### src/rtl/song_sequencer_pkg.sv
// Shared definitions for the song sequencer: ROM entry layout, field widths and FSM states.
package song_defs;

  localparam int unsigned TYPE_BIT = 15;
  localparam int unsigned NOTE_MSB = 14;
  localparam int unsigned NOTE_LSB = 9;
  localparam int unsigned DUR_MSB  = 8;
  localparam int unsigned DUR_LSB  = 3;

  localparam logic TYPE_NOTE = 1'b0;
  localparam logic TYPE_ADV  = 1'b1;

  localparam int unsigned NOTE_W = 6;
  localparam int unsigned DUR_W  = 6;

  typedef enum logic [2:0] {
    StFetch,
    StData,
    StEmit,
    StWait,
    StDone
  } state_e;

endpackage

### src/rtl/song_sequencer_if.sv
// Note-event bus from the sequencer to the voice distributor.
interface song_sequencer_if;

  logic                       load_new_note;
  logic [song_defs::NOTE_W-1:0] note_to_load;
  logic [song_defs::DUR_W-1:0]  duration_to_load;
  logic                       song_done;

  modport master (
    output load_new_note,
    output note_to_load,
    output duration_to_load,
    output song_done
  );

  modport slave (
    input load_new_note,
    input note_to_load,
    input duration_to_load,
    input song_done
  );

endinterface

### src/rtl/song_sequencer.sv
// Walks the selected song in the ROM, issuing note-event pulses and beat-counted time advances.
module song_sequencer
  import song_defs::*;
#(
  parameter int unsigned IDX_W  = 5,
  parameter int unsigned SONG_W = 2
) (
  input  logic                    clk,
  input  logic                    reset,
  input  logic                    play,
  input  logic                    beat,
  input  logic [SONG_W-1:0]       song,
  song_sequencer_if.master        note_bus,
  output logic [SONG_W+IDX_W-1:0] rom_addr,
  input  logic [15:0]             rom_data
);

  localparam logic [IDX_W-1:0] IdxMax = {IDX_W{1'b1}};

  state_e              state_q, state_d;
  logic [IDX_W-1:0]    idx_q, idx_d;
  logic [DUR_W-1:0]    cnt_q, cnt_d;
  logic [SONG_W-1:0]   song_q;
  logic [NOTE_W-1:0]   note_q, note_d;
  logic [DUR_W-1:0]    dur_q, dur_d;

  logic                song_change;
  logic                last_idx;
  logic                entry_type;
  logic [NOTE_W-1:0]   entry_note;
  logic [DUR_W-1:0]    entry_dur;
  logic [2:0]          unused_entry_bits;

  assign song_change       = (song != song_q);
  assign last_idx          = (idx_q == IdxMax);
  assign entry_type        = rom_data[TYPE_BIT];
  assign entry_note        = rom_data[NOTE_MSB:NOTE_LSB];
  assign entry_dur         = rom_data[DUR_MSB:DUR_LSB];
  assign unused_entry_bits = rom_data[2:0];

  always_comb begin
    state_d = state_q;
    idx_d   = idx_q;
    cnt_d   = cnt_q;
    note_d  = note_q;
    dur_d   = dur_q;

    unique case (state_q)
      StFetch: begin
        if (play) state_d = StData;
      end
      StData: begin
        // DATA always completes so the entry read from ROM is never lost to a pause.
        if (entry_type == TYPE_NOTE) begin
          note_d  = entry_note;
          dur_d   = entry_dur;
          state_d = StEmit;
        end else if (entry_dur == '0) begin
          state_d = StDone;
        end else begin
          cnt_d   = entry_dur;
          state_d = StWait;
        end
      end
      StEmit: begin
        if (last_idx) begin
          state_d = StDone;
        end else begin
          idx_d   = idx_q + 1'b1;
          state_d = StFetch;
        end
      end
      StWait: begin
        if (play && beat) begin
          if (cnt_q == DUR_W'(1)) begin
            if (last_idx) begin
              state_d = StDone;
            end else begin
              idx_d   = idx_q + 1'b1;
              state_d = StFetch;
            end
          end
          cnt_d = cnt_q - 1'b1;
        end
      end
      StDone: begin
        state_d = StDone;
      end
      default: begin
        state_d = StFetch;
      end
    endcase

    if (song_change) begin
      state_d = StFetch;
      idx_d   = '0;
      cnt_d   = '0;
    end
  end

  always_ff @(posedge clk) begin
    if (reset) begin
      state_q <= StFetch;
      idx_q   <= '0;
      cnt_q   <= '0;
      song_q  <= song;
      note_q  <= '0;
      dur_q   <= '0;
    end else begin
      state_q <= state_d;
      idx_q   <= idx_d;
      cnt_q   <= cnt_d;
      song_q  <= song;
      note_q  <= note_d;
      dur_q   <= dur_d;
    end
  end

  // A song change seen during EMIT suppresses the pulse in that same cycle.
  assign note_bus.load_new_note    = (state_q == StEmit) && !song_change;
  assign note_bus.note_to_load     = note_q;
  assign note_bus.duration_to_load = dur_q;
  assign note_bus.song_done        = (state_q == StDone);
  assign rom_addr                  = {song_q, idx_q};

endmodule

### src/flat_wrapper.sv
// flat-port wrapper written by rule: the top's interface ports become plain ports
module song_sequencer_flat import song_defs::*;
#(
  parameter int unsigned IDX_W  = 5,
  parameter int unsigned SONG_W = 2
)
  (clk, reset, play, beat, song, rom_addr, rom_data, note_bus_load_new_note, note_bus_note_to_load, note_bus_duration_to_load, note_bus_song_done);
  song_sequencer_if note_bus_i ();
  input  logic clk;
  input  logic reset;
  input  logic play;
  input  logic beat;
  input  logic [SONG_W-1:0] song;
  output logic [SONG_W+IDX_W-1:0] rom_addr;
  input  logic [15:0] rom_data;
  output wire logic [$bits(note_bus_i.load_new_note)-1:0] note_bus_load_new_note;
  output wire logic [$bits(note_bus_i.note_to_load)-1:0] note_bus_note_to_load;
  output wire logic [$bits(note_bus_i.duration_to_load)-1:0] note_bus_duration_to_load;
  output wire logic [$bits(note_bus_i.song_done)-1:0] note_bus_song_done;
  assign note_bus_load_new_note = note_bus_i.load_new_note;
  assign note_bus_note_to_load = note_bus_i.note_to_load;
  assign note_bus_duration_to_load = note_bus_i.duration_to_load;
  assign note_bus_song_done = note_bus_i.song_done;
  song_sequencer #(.IDX_W(IDX_W), .SONG_W(SONG_W)) u_core (.clk(clk), .reset(reset), .play(play), .beat(beat), .song(song), .note_bus(note_bus_i), .rom_addr(rom_addr), .rom_data(rom_data));
endmodule
### config.mk
export PLATFORM = sky130hd
export DESIGN_NAME = song_sequencer_flat
export DESIGN_NICKNAME = d
export VERILOG_FILES = /design/src/rtl/song_sequencer_pkg.sv /design/src/rtl/song_sequencer_if.sv /design/src/rtl/song_sequencer.sv /design/src/flat_wrapper.sv
export SDC_FILE = /design/constraint.sdc
export NUM_CORES = 1
export LEC_CHECK = 0
export ABC_AREA = 1
export CAP_MARGIN = 10
export CORE_MARGIN = 5
export CORE_UTILIZATION = 50
export DETAILED_ROUTE_END_ITERATION = 8
export GPL_TIMING_DRIVEN = 0
export PLACE_DENSITY_LB_ADDON = 0.08
export SYNTH_ARGS = -nofsm -noshare
export SYNTH_HDL_FRONTEND = slang
export SYNTH_SLANG_ARGS = --single-unit
### constraint.sdc
create_clock -name clk -period 3 [get_ports clk]
set_input_delay 0.6 -clock clk [delete_from_list [all_inputs] [get_ports clk]]
set_output_delay 0.6 -clock clk [all_outputs]
set_load 0.03 [all_outputs]
==> results.txt, run 1 <==
Clk pwr share -> 28.8%
1st-iter DRT viols -> 70
Vias/cell -> 5.11
CTS Buf Count -> 3
Pwr Density -> 354 nW/um^2
RSZ-0062 raised after global routing -> false
Core Region -> 2730 sq um
Slew Limit Fails -> 0
GR peak layer -> met2
Highest Clock Rate -> 373 MHz
Slew @ Worst Pin -> 412 ps
vias in the first global route -> 1346
Syn Inst Count -> 202
cells resized by post-CTS repair -> 0
largest net degree at the start of global routing -> 16
first drt pass iteration count -> 4
mapped cell area -> 1430 sq um
Critical Path Start Type -> primary input
switching share of power -> 25.6%
Wirelength per Cell -> 11.7 um
Worst path max stage delay -> 670 ps
Detailed Place HPWL -> 2.57 mm
num ports -> 43
Clock Path Buffers -> 2
Mapped Nets -> 228
Hold Fails Final Rpt -> 0
Final min period -> 2680 ps
layout cells sized above 1 -> 10.6%
number of cell rows -> 19
Setup-failing EPs final -> 0
commonest non-fill, non-tap cell in the layout -> nand2_1
Remaining Overflow, GRT -> 0
Final Cycle Share -> 89.4%
NetSw -> 0.171 mW
#FFs+latches synth -> 28
DRC viols -> 0
Layout Skew -> 4.57 ps
gpl congestion -> 0.928
top cell type's share of synthesized area -> 39.3%
Root Driver -> clkbuf_4
GRT met1 Usage -> 20.2%
post-route cell area -> 1890 sq um
Hold Startpoint -> u_core.note_bus.duration_to_load[3]
I/O Buffers -> 39
initial antenna violation count -> 0
post-synthesis sequential area ratio -> 39.3%
crit path kind -> in -> out
Rel. slew slack -> 72.5%
Yosys warnings -> 0
worst hold path type -> reg -> reg
Leakage Power -> 0.751 nW
Post-CTS Setup Bufs -> 0
post-synth cell types -> 25
Placement Cell Area -> 1850 sq um
CP Max Fanout -> 2
status -> finished clean
clk slew on worst S/H paths -> 160 ps
GRT Total Usage -> 16.8%
H-tree levels -> 1
Crit-path slowest cell -> clkdlybuf4s50_1
Synth area leaders -> dfxtp_1, nand2_1, a21oi_1
first-pass GRT wire length -> 5.70 mm
most frequent cells in the layout -> nand2_1, clkdlybuf4s50_1, dfxtp_1
crit path from -> song[0]
Util after Layout -> 69.2%
Area Growth Syn to Fin -> 32.7%
largest area contributor in the netlist -> dfxtp_1
Worst Setup End Kind -> primary output
sequential share of power -> 57.2%
Nets -> 272
Die Ht -> 63.4 um
R2R Path Start -> u_core.idx_q[0]
Via Count -> 1411
die footprint -> 4020 sq um
max cap viols -> 0
VDD IR-drop max -> 0.000320 V
Critical Path Most Common Cell -> clkdlybuf4s50_1
ANT cells -> 0
required time worst endpoint -> 2400 ps
final WL -> 3.24 mm
worst skew pair latency -> 340 ps
hold_buf cts -> 0
Arr. time, crit path -> 2080 ps
GRT met3 Usage -> 4.26%
Final ANT Viol Nets -> 0
total negative slack -> 0 ps
initial cell density of the core -> 52.1%
CTS sink count -> 28
routing usage on met2 -> 29.4%
hold_ws -> 478 ps
CTS tree -> built
Syn Area/Cell -> 7.06 sq um
Die Span X -> 63.4 um
fill count -> 234
worst path cell trace -> clkdlybuf4s50_1, xnor2_1, nand2_1, nor2_1, clkdlybuf4s50_1
Pint -> 0.498 mW
Combinational Power Share -> 14.0%
==> logic make-up after synthesis <==
kind of cell             count (synthesis)  share of synthesized area [%]
AO/OA/AOI/OAI                           31                           11.1
AND/OR/NAND/NOR                        114                           36.9
adder cells (fa/ha/maj)                  4                           3.51
XOR/XNOR                                 4                           2.46
flip-flops                              28                           39.3
buffers and inverters                   21                           6.67
==> metal layers <==
layer / wire length, um / part of all wire [%]
met3: 190 / 5.9
met4: 40 / 1.2
met5: 0 / 0
met1: 1410 / 44
met2: 1600 / 49
==> through the flow <==
stage                     total power, mW  setup WS, ps  instances
after CTS                           0.670           296        276
final                               0.669           319        276
after global placement              0.482           341        272
after detailed placement            0.485           296        272
after floorplan                     0.439          1190        202
after global routing                0.700           262        276
==> final timing paths <==
kind              cells after the start  slack, ps                                   to
hold / removal                        2        480  u_core.note_bus.duration_to_load[3]
hold reg to reg                       2        480  u_core.note_bus.duration_to_load[3]
setup / recovery                      5        320               note_bus_load_new_note
setup reg to reg                      8       1360                      u_core.idx_q[1]
==> worst max-delay path: cells and delay by family <==
| kind | cells | cell delay, ps |
|---|---|---|
| buffers and inverters | 2 | 1160 |
| and+or+nand+nor | 2 | 190 |
| xor gates and xnor gates | 1 | 130 |
==> state kept, by name, indices dropped and copies added, names as in the netlist <==
name,cells
u_core.idx_q,5
u_core.note_bus.note_to_load,6
u_core.state_q,3
u_core.cnt_q,6
u_core.note_bus.duration_to_load,6
u_core.song_q,2
==> synthesized netlist by cell type <==
master,n
a21oi_1,20
a21oi_2,1
buf_2,1
buf_6,2
clkbuf_1,1
dfxtp_1,28
ha_1,4
inv_1,13
inv_2,4
nand2_1,52
nand2_2,4
nand2_4,3
nand3_1,12
nand4_1,7
nor2_1,25
nor2_2,3
nor2_4,1
nor3_1,1
nor3b_1,1
o21ai_0,7
o21ai_1,3
or2_1,2
or2_2,3
xnor2_1,3
xor2_1,1
==> power groups by stage <==
stage	Clock [mW]	Sequential, mW	Combinational [mW]
floorplan	0	0.399	0.0395
global placement	0	0.390	0.0921
detailed placement	0	0.390	0.0943
CTS	0.193	0.382	0.0947
global route	0.213	0.384	0.103
finish	0.192	0.382	0.0939
==> final cells by class <==
cell class / count / area, sq um / area share [%]
Buffer: 4 / 31.3 / 1.65
Clock buffer: 4 / 36.3 / 1.92
Inverter: 17 / 63.8 / 3.38
Multi-Input combinational cell: 153 / 769 / 40.7
Sequential cell: 28 / 561 / 29.6
Tap cell: 31 / 38.8 / 2.05
Timing Repair Buffer: 39 / 390 / 20.6
Note: power is estimated with default switching activity, not from simulation.
==> run 2: changes to the inputs <==
--- a/config.mk
+++ b/config.mk
@@ -9,6 +9,7 @@
 export CAP_MARGIN = 10
 export CORE_MARGIN = 5
 export CORE_UTILIZATION = 50
+export CTS_CLUSTER_SIZE = 40
 export DETAILED_ROUTE_END_ITERATION = 8
 export GPL_TIMING_DRIVEN = 0
 export PLACE_DENSITY_LB_ADDON = 0.08
==> results of run 2 <==
Final layout, timing and power as in run 1 (identical DEF).
==> run 3: changes to the inputs <==
--- a/config.mk
+++ b/config.mk
@@ -6,7 +6,7 @@
 export NUM_CORES = 1
 export LEC_CHECK = 0
 export ABC_AREA = 1
-export CAP_MARGIN = 10
+export CAP_MARGIN = 20
 export CORE_MARGIN = 5
 export CORE_UTILIZATION = 50
 export CTS_CLUSTER_SIZE = 40
==> results of run 3 <==
Final layout, timing and power as in run 1 (identical DEF).
==> edit 1 (flow settings as in run 3) <==
Add an input register stage for `play`, `beat`, `song` and `rom_data`; this delays them by one clock. The other inputs are not delayed to match. Comments in the files are not updated.
--- a/src/rtl/song_sequencer.sv
+++ b/src/rtl/song_sequencer.sv
@@ -19,2 +19,14 @@
 
+  logic play_q;
+  logic beat_q;
+  logic [SONG_W-1:0] song_r;
+  logic [15:0] rom_data_q;
+
+  always_ff @(posedge clk) begin
+    play_q     <= play;
+    beat_q     <= beat;
+    song_r     <= song;
+    rom_data_q <= rom_data;
+  end
+
   state_e              state_q, state_d;
@@ -33,8 +45,8 @@
 
-  assign song_change       = (song != song_q);
+  assign song_change       = (song_r != song_q);
   assign last_idx          = (idx_q == IdxMax);
-  assign entry_type        = rom_data[TYPE_BIT];
-  assign entry_note        = rom_data[NOTE_MSB:NOTE_LSB];
-  assign entry_dur         = rom_data[DUR_MSB:DUR_LSB];
-  assign unused_entry_bits = rom_data[2:0];
+  assign entry_type        = rom_data_q[TYPE_BIT];
+  assign entry_note        = rom_data_q[NOTE_MSB:NOTE_LSB];
+  assign entry_dur         = rom_data_q[DUR_MSB:DUR_LSB];
+  assign unused_entry_bits = rom_data_q[2:0];
 
@@ -49,3 +61,3 @@
       StFetch: begin
-        if (play) state_d = StData;
+        if (play_q) state_d = StData;
       end
@@ -73,3 +85,3 @@
       StWait: begin
-        if (play && beat) begin
+        if (play_q && beat_q) begin
           if (cnt_q == DUR_W'(1)) begin
@@ -105,3 +117,3 @@
       cnt_q   <= '0;
-      song_q  <= song;
+      song_q  <= song_r;
       note_q  <= '0;
@@ -112,3 +124,3 @@
       cnt_q   <= cnt_d;
-      song_q  <= song;
+      song_q  <= song_r;
       note_q  <= note_d;
Behaviour: not the same (a bounded check fails within 4 cycles, from zero or initial values and one cycle with reset high).
==> edit 1 against run 3 <==
- setup slack better by 300 ps
- final cell count is 13% higher
- power is 60% higher
- clock power is 89% higher
- routed wire length is 11% higher
- design area is 23% higher
- area after synthesis is 25% higher
- largest power group unchanged
- sequential cell count is 17 higher
==> edit 1: results (changes against run 3) <==
<table>
<tr><th>Metric</th><th>Value</th></tr>
<tr><th colspan="2">Status</th></tr>
<tr><td>Result of the run</td><td>finished, final reports clean (unchanged)</td></tr>
<tr><th colspan="2">STA</th></tr>
<tr><td>Worst setup skew after layout</td><td>10.3 ps (was 4.57 ps)</td></tr>
<tr><td>F_max</td><td>421 MHz (was 373 MHz)</td></tr>
<tr><th colspan="2">Synthesis</th></tr>
<tr><td>Cell count after synthesis</td><td>219 (was 202)</td></tr>
<tr><td>Count of distinct cell types in the synthesized netlist</td><td>29 (was 25)</td></tr>
<tr><td>Synthesized Nets</td><td>245 (was 228)</td></tr>
<tr><td>Synth top area cells</td><td>dfxtp_1 50%, nand2_1 12%, nor2_1 5.5% (was dfxtp_1 39%, nand2_1 14%, a21oi_1 7.0%)</td></tr>
<tr><td>Proportion of synthesized chip area in sequential cells</td><td>0.504 (was 0.393)</td></tr>
<tr><th colspan="2">Setup path</th></tr>
<tr><td>Flop2flop setup slack</td><td>1470 ps (was 1360 ps)</td></tr>
<tr><td>Critical path startpoint</td><td>u_core.state_q[1] (was song[0])</td></tr>
<tr><td>CP max FO</td><td>5 (was 2)</td></tr>
<tr><th colspan="2">Placement</th></tr>
<tr><td>Cell area reported after detailed placement</td><td>0.00224 sq mm (was 0.00185 sq mm)</td></tr>
<tr><th colspan="2">Global route</th></tr>
<tr><td>Total routing usage reported by global routing</td><td>0.158 (was 0.168)</td></tr>
<tr><td>First-pass GRT wire length</td><td>6270 um (was 5700 um)</td></tr>
<tr><td>Met3 usage</td><td>0.0681 (was 0.0426)</td></tr>
<tr><th colspan="2">Final layout</th></tr>
<tr><td>Fill cell count</td><td>286 (was 234)</td></tr>
<tr><td>Number of non-clock inverters</td><td>18 (was 17)</td></tr>
<tr><td>Signal buffers share of area</td><td>0.180 (was 0.223)</td></tr>
<tr><th colspan="2">Drt</th></tr>
<tr><td>Initial detailed-routing violation count</td><td>93 (was 70)</td></tr>
<tr><td>Wire length on met3</td><td>282 um (was 190 um)</td></tr>
<tr><td>Total length of routed wires</td><td>3590 um (was 3240 um)</td></tr>
<tr><td>Vias per cell</td><td>4.79 (was 5.11)</td></tr>
<tr><th colspan="2">Power</th></tr>
<tr><td>Power Density</td><td>463 mW/mm^2 (was 354 mW/mm^2)</td></tr>
<tr><td>Switching Fraction</td><td>0.221 (was 0.256)</td></tr>
<tr><th colspan="2">Clock tree</th></tr>
<tr><td>Clock transition at the register clock pins on the worst setup and hold paths after CTS</td><td>120 ps (was 160 ps)</td></tr>
</table>
-- edit 1: changes by cell type after synthesis, moves of 2 or more --
cell      delta
nand2_2      -3
o21ai_0      -6
nand2_1      +7
inv_2        -2
a211oi_1     +2
dfxtp_1     +17
nand3_1      +4
or2_2        -2
inv_1        +2
nand4_1      -5
or2_1        -2
a21oi_4      +2
-- edit 1: cell families (layout without fill, tap and decap cells) --
family | count (synthesis) | in the layout | share of synthesized area
buffers and inverters | 21 | 68 | 0.0553
DFF | 45 | 45 | 0.504
AOI/OAI and AO/OA | 29 | 29 | 0.0994
adders and majority gates | 4 | 4 | 0.0280
xor gates and xnor gates | 4 | 4 | 0.0196
and+or+nand+nor | 116 | 116 | 0.294
-- edit 1: critical path: stages, from the launching register on --
cell             delay (ps)
dfxtp_1                 460
nand2_1                 170
nor2_1                  130
clkdlybuf4s50_1         670
==> edit 2 (settings of run 3) <==
Without the edit above. `SONG_W` is set to 2 in 2 places; all go to 3.
--- a/src/rtl/song_sequencer.sv
+++ b/src/rtl/song_sequencer.sv
@@ -5,3 +5,3 @@
   parameter int unsigned IDX_W  = 5,
-  parameter int unsigned SONG_W = 2
+  parameter int unsigned SONG_W = 3
 ) (
--- a/src/flat_wrapper.sv
+++ b/src/flat_wrapper.sv
@@ -4,3 +4,3 @@
   parameter int unsigned IDX_W  = 5,
-  parameter int unsigned SONG_W = 2
+  parameter int unsigned SONG_W = 3
 )
Ports: changed (resized rom_addr and song); port bits go from 43 to 45. No check against the original RTL was run, so the function may have changed too.
==> edit 2 against run 3 <==
- count of clock-buffer cells in the layout rose by 3
- worst hold slack got worse by 8.4 ps
- routed wire length grew 9.1%
- sequential cell count up 1
- setup slack got worse by 190 ps
- global-route usage is 1.4 points higher
- core utilization increased by 1.0 points
- non-clock buffer count did not move
- power up 22%
- design area grew 12%
- area after synthesis increased by 10%
- largest power group unchanged
==> edit 2: results (changes against run 3) <==
<table>
<tr><th>Metric</th><th>Value</th></tr>
<tr><th colspan="2">Status</th></tr>
<tr><td>Result of the run</td><td>finished, final reports clean (unchanged)</td></tr>
<tr><th colspan="2">Synthesis</th></tr>
<tr><td>Count of distinct cell types in the synthesized netlist</td><td>24 (was 25)</td></tr>
<tr><td>Most frequent cells after synthesis</td><td>54 x nand2_1, 31 x nor2_1, 29 x dfxtp_1 (was 52 x nand2_1, 28 x dfxtp_1, 25 x nor2_1)</td></tr>
<tr><td>Proportion of synthesized chip area in sequential cells</td><td>0.369 (was 0.393)</td></tr>
<tr><td>Synth top area cells</td><td>dfxtp_1 37%, nand2_1 13%, nor2_1 7.4% (was dfxtp_1 39%, nand2_1 14%, a21oi_1 7.0%)</td></tr>
<tr><td>Synthesized Nets</td><td>246 (was 228)</td></tr>
<tr><th colspan="2">Clock tree</th></tr>
<tr><td>Number of levels in the clock H-tree</td><td>2 (was 1)</td></tr>
<tr><td>Num CTS Buffers</td><td>5 (was 3)</td></tr>
<tr><td>Clock transition at the register clock pins on the worst setup and hold paths after CTS</td><td>90 ps (was 160 ps)</td></tr>
<tr><td>Library cell used as clock root buffer</td><td>clkbuf_4 (unchanged)</td></tr>
<tr><th colspan="2">Drt</th></tr>
<tr><td>Initial detailed-routing violation count</td><td>63 (was 70)</td></tr>
<tr><td>Routed via count</td><td>1,496 (was 1,411)</td></tr>
<tr><th colspan="2">Power</th></tr>
<tr><td>VDD IR-drop max</td><td>0.337 mV (was 0.320 mV)</td></tr>
<tr><td>Leakage</td><td>0.000823 uW (was 0.000751 uW)</td></tr>
<tr><td>Switching Fraction</td><td>0.228 (was 0.256)</td></tr>
<tr><th colspan="2">Final layout</th></tr>
<tr><td>Fill cell count</td><td>263 (was 234)</td></tr>
<tr><td>Post-layout net count</td><td>294 (was 272)</td></tr>
<tr><td>Share of final-layout standard cells stronger than drive strength 1</td><td>0.157 (was 0.106)</td></tr>
<tr><th colspan="2">Placement</th></tr>
<tr><td>Estimated wirelength of the detail-placed design</td><td>2650 um (was 2570 um)</td></tr>
<tr><td>Final weighted congestion in routability-driven placement</td><td>0.892 (was 0.928)</td></tr>
<tr><td>Port-buffer cells</td><td>41 (was 39)</td></tr>
<tr><th colspan="2">Global route</th></tr>
<tr><td>Total routing usage reported by global routing</td><td>0.182 (was 0.168)</td></tr>
<tr><td>Vias in the first global route</td><td>1,422 (was 1,346)</td></tr>
<tr><td>First-pass GRT wire length</td><td>6090 um (was 5700 um)</td></tr>
<tr><th colspan="2">STA</th></tr>
<tr><td>Relative slew margins</td><td>0.567 (was 0.725)</td></tr>
<tr><td>Worst setup skew after layout</td><td>7.26 ps (was 4.57 ps)</td></tr>
<tr><th colspan="2">Min path</th></tr>
<tr><td>Hold crit path type</td><td>reg2reg (unchanged)</td></tr>
</table>
edit 2: cell types whose count changed after synthesis, sizes merged, moves of 2 or more:
| cell | run 3 | this run |
|---|---|---|
| nand4 | 7 | 3 |
| nand2 | 59 | 67 |
| a211oi | 0 | 2 |
| o21ai | 10 | 3 |
| nor2 | 29 | 39 |
| nand3 | 12 | 22 |
| or2 | 5 | 0 |
| a21oi | 21 | 18 |
| nand3b | 0 | 2 |
| inv | 17 | 22 |
| buf | 3 | 1 |
edit 2: cells by family after synthesis:
kind of cell / count (synthesis) / synth area share
fa+ha+maj: 4 / 0.0318
buf+inv: 24 / 0.0620
flops: 29 / 0.369
compound gates: 23 / 0.0954
simple gates: 134 / 0.414
xor+xnor: 5 / 0.0278
edit 2: worst paths after layout:
| check | from | endpoint | slack, ps | depth (start not counted) |
|---|---|---|---|---|
| worst max-delay path | song[1] | note_bus_load_new_note | 130 | 5 |
| worst min-delay path | u_core.note_bus.note_to_load[3] | u_core.note_bus.note_to_load[3] | 470 | 2 |
| worst max register to register | u_core.idx_q[0] | u_core.idx_q[1] | 1320 | 9 |
| worst min register to register | u_core.note_bus.note_to_load[3] | u_core.note_bus.note_to_load[3] | 470 | 2 |
edit 2: power groups by stage:
stage / clock network, uW / logic (uW) / registers (uW)
floorplan: 0 / 33.9 / 410
global placement: 0 / 87.0 / 402
detailed placement: 0 / 87.5 / 402
CTS: 345 / 87.8 / 393
global route: 363 / 94.6 / 394
finish: 337 / 87.2 / 393
edit 2: area by class of cell:
cell class	instances	area, sq um	share of cell area
plain buffers	2	15.0	0.00707
clock buffers	7	55.1	0.0259
clock inverters	1	30.0	0.0141
inverters	22	82.6	0.0389
multi-input cells	166	896	0.422
flip-flops and latches	29	581	0.273
well taps	44	55.1	0.0259
repair buffers	41	410	0.193
edit 2: critical path, stage by stage:
cell and delay (ps):
clkdlybuf4s50_1 490, xnor2_1 120, nand3_1 120, nor4_1 210
clkdlybuf4s50_1 730
edit 2: per-layer routing:
metal / global-route usage / vias to the layer above / share of wire
met5: 0 / - / 0
met4: 0.0838 / 0 / 0.021
met3: 0.0527 / 8 / 0.052
met2: 0.300 / 43 / 0.46
met1: 0.217 / 650 / 0.47
li1: - / 795 / -
edit 2: per-stage QoR:
stage                     instances  hold WS, ps  total power (uW)  instance area (sq um)  worst slack, ps
final                           312          470               818                   2120              128
after global placement          304          451               489                   2040              132
after global routing            312          482               852                   2120             20.0
after detailed placement        304          462               490                   2040              135
after CTS                       312          474               826                   2120              111
after floorplan                 219          479               444                   1570              673
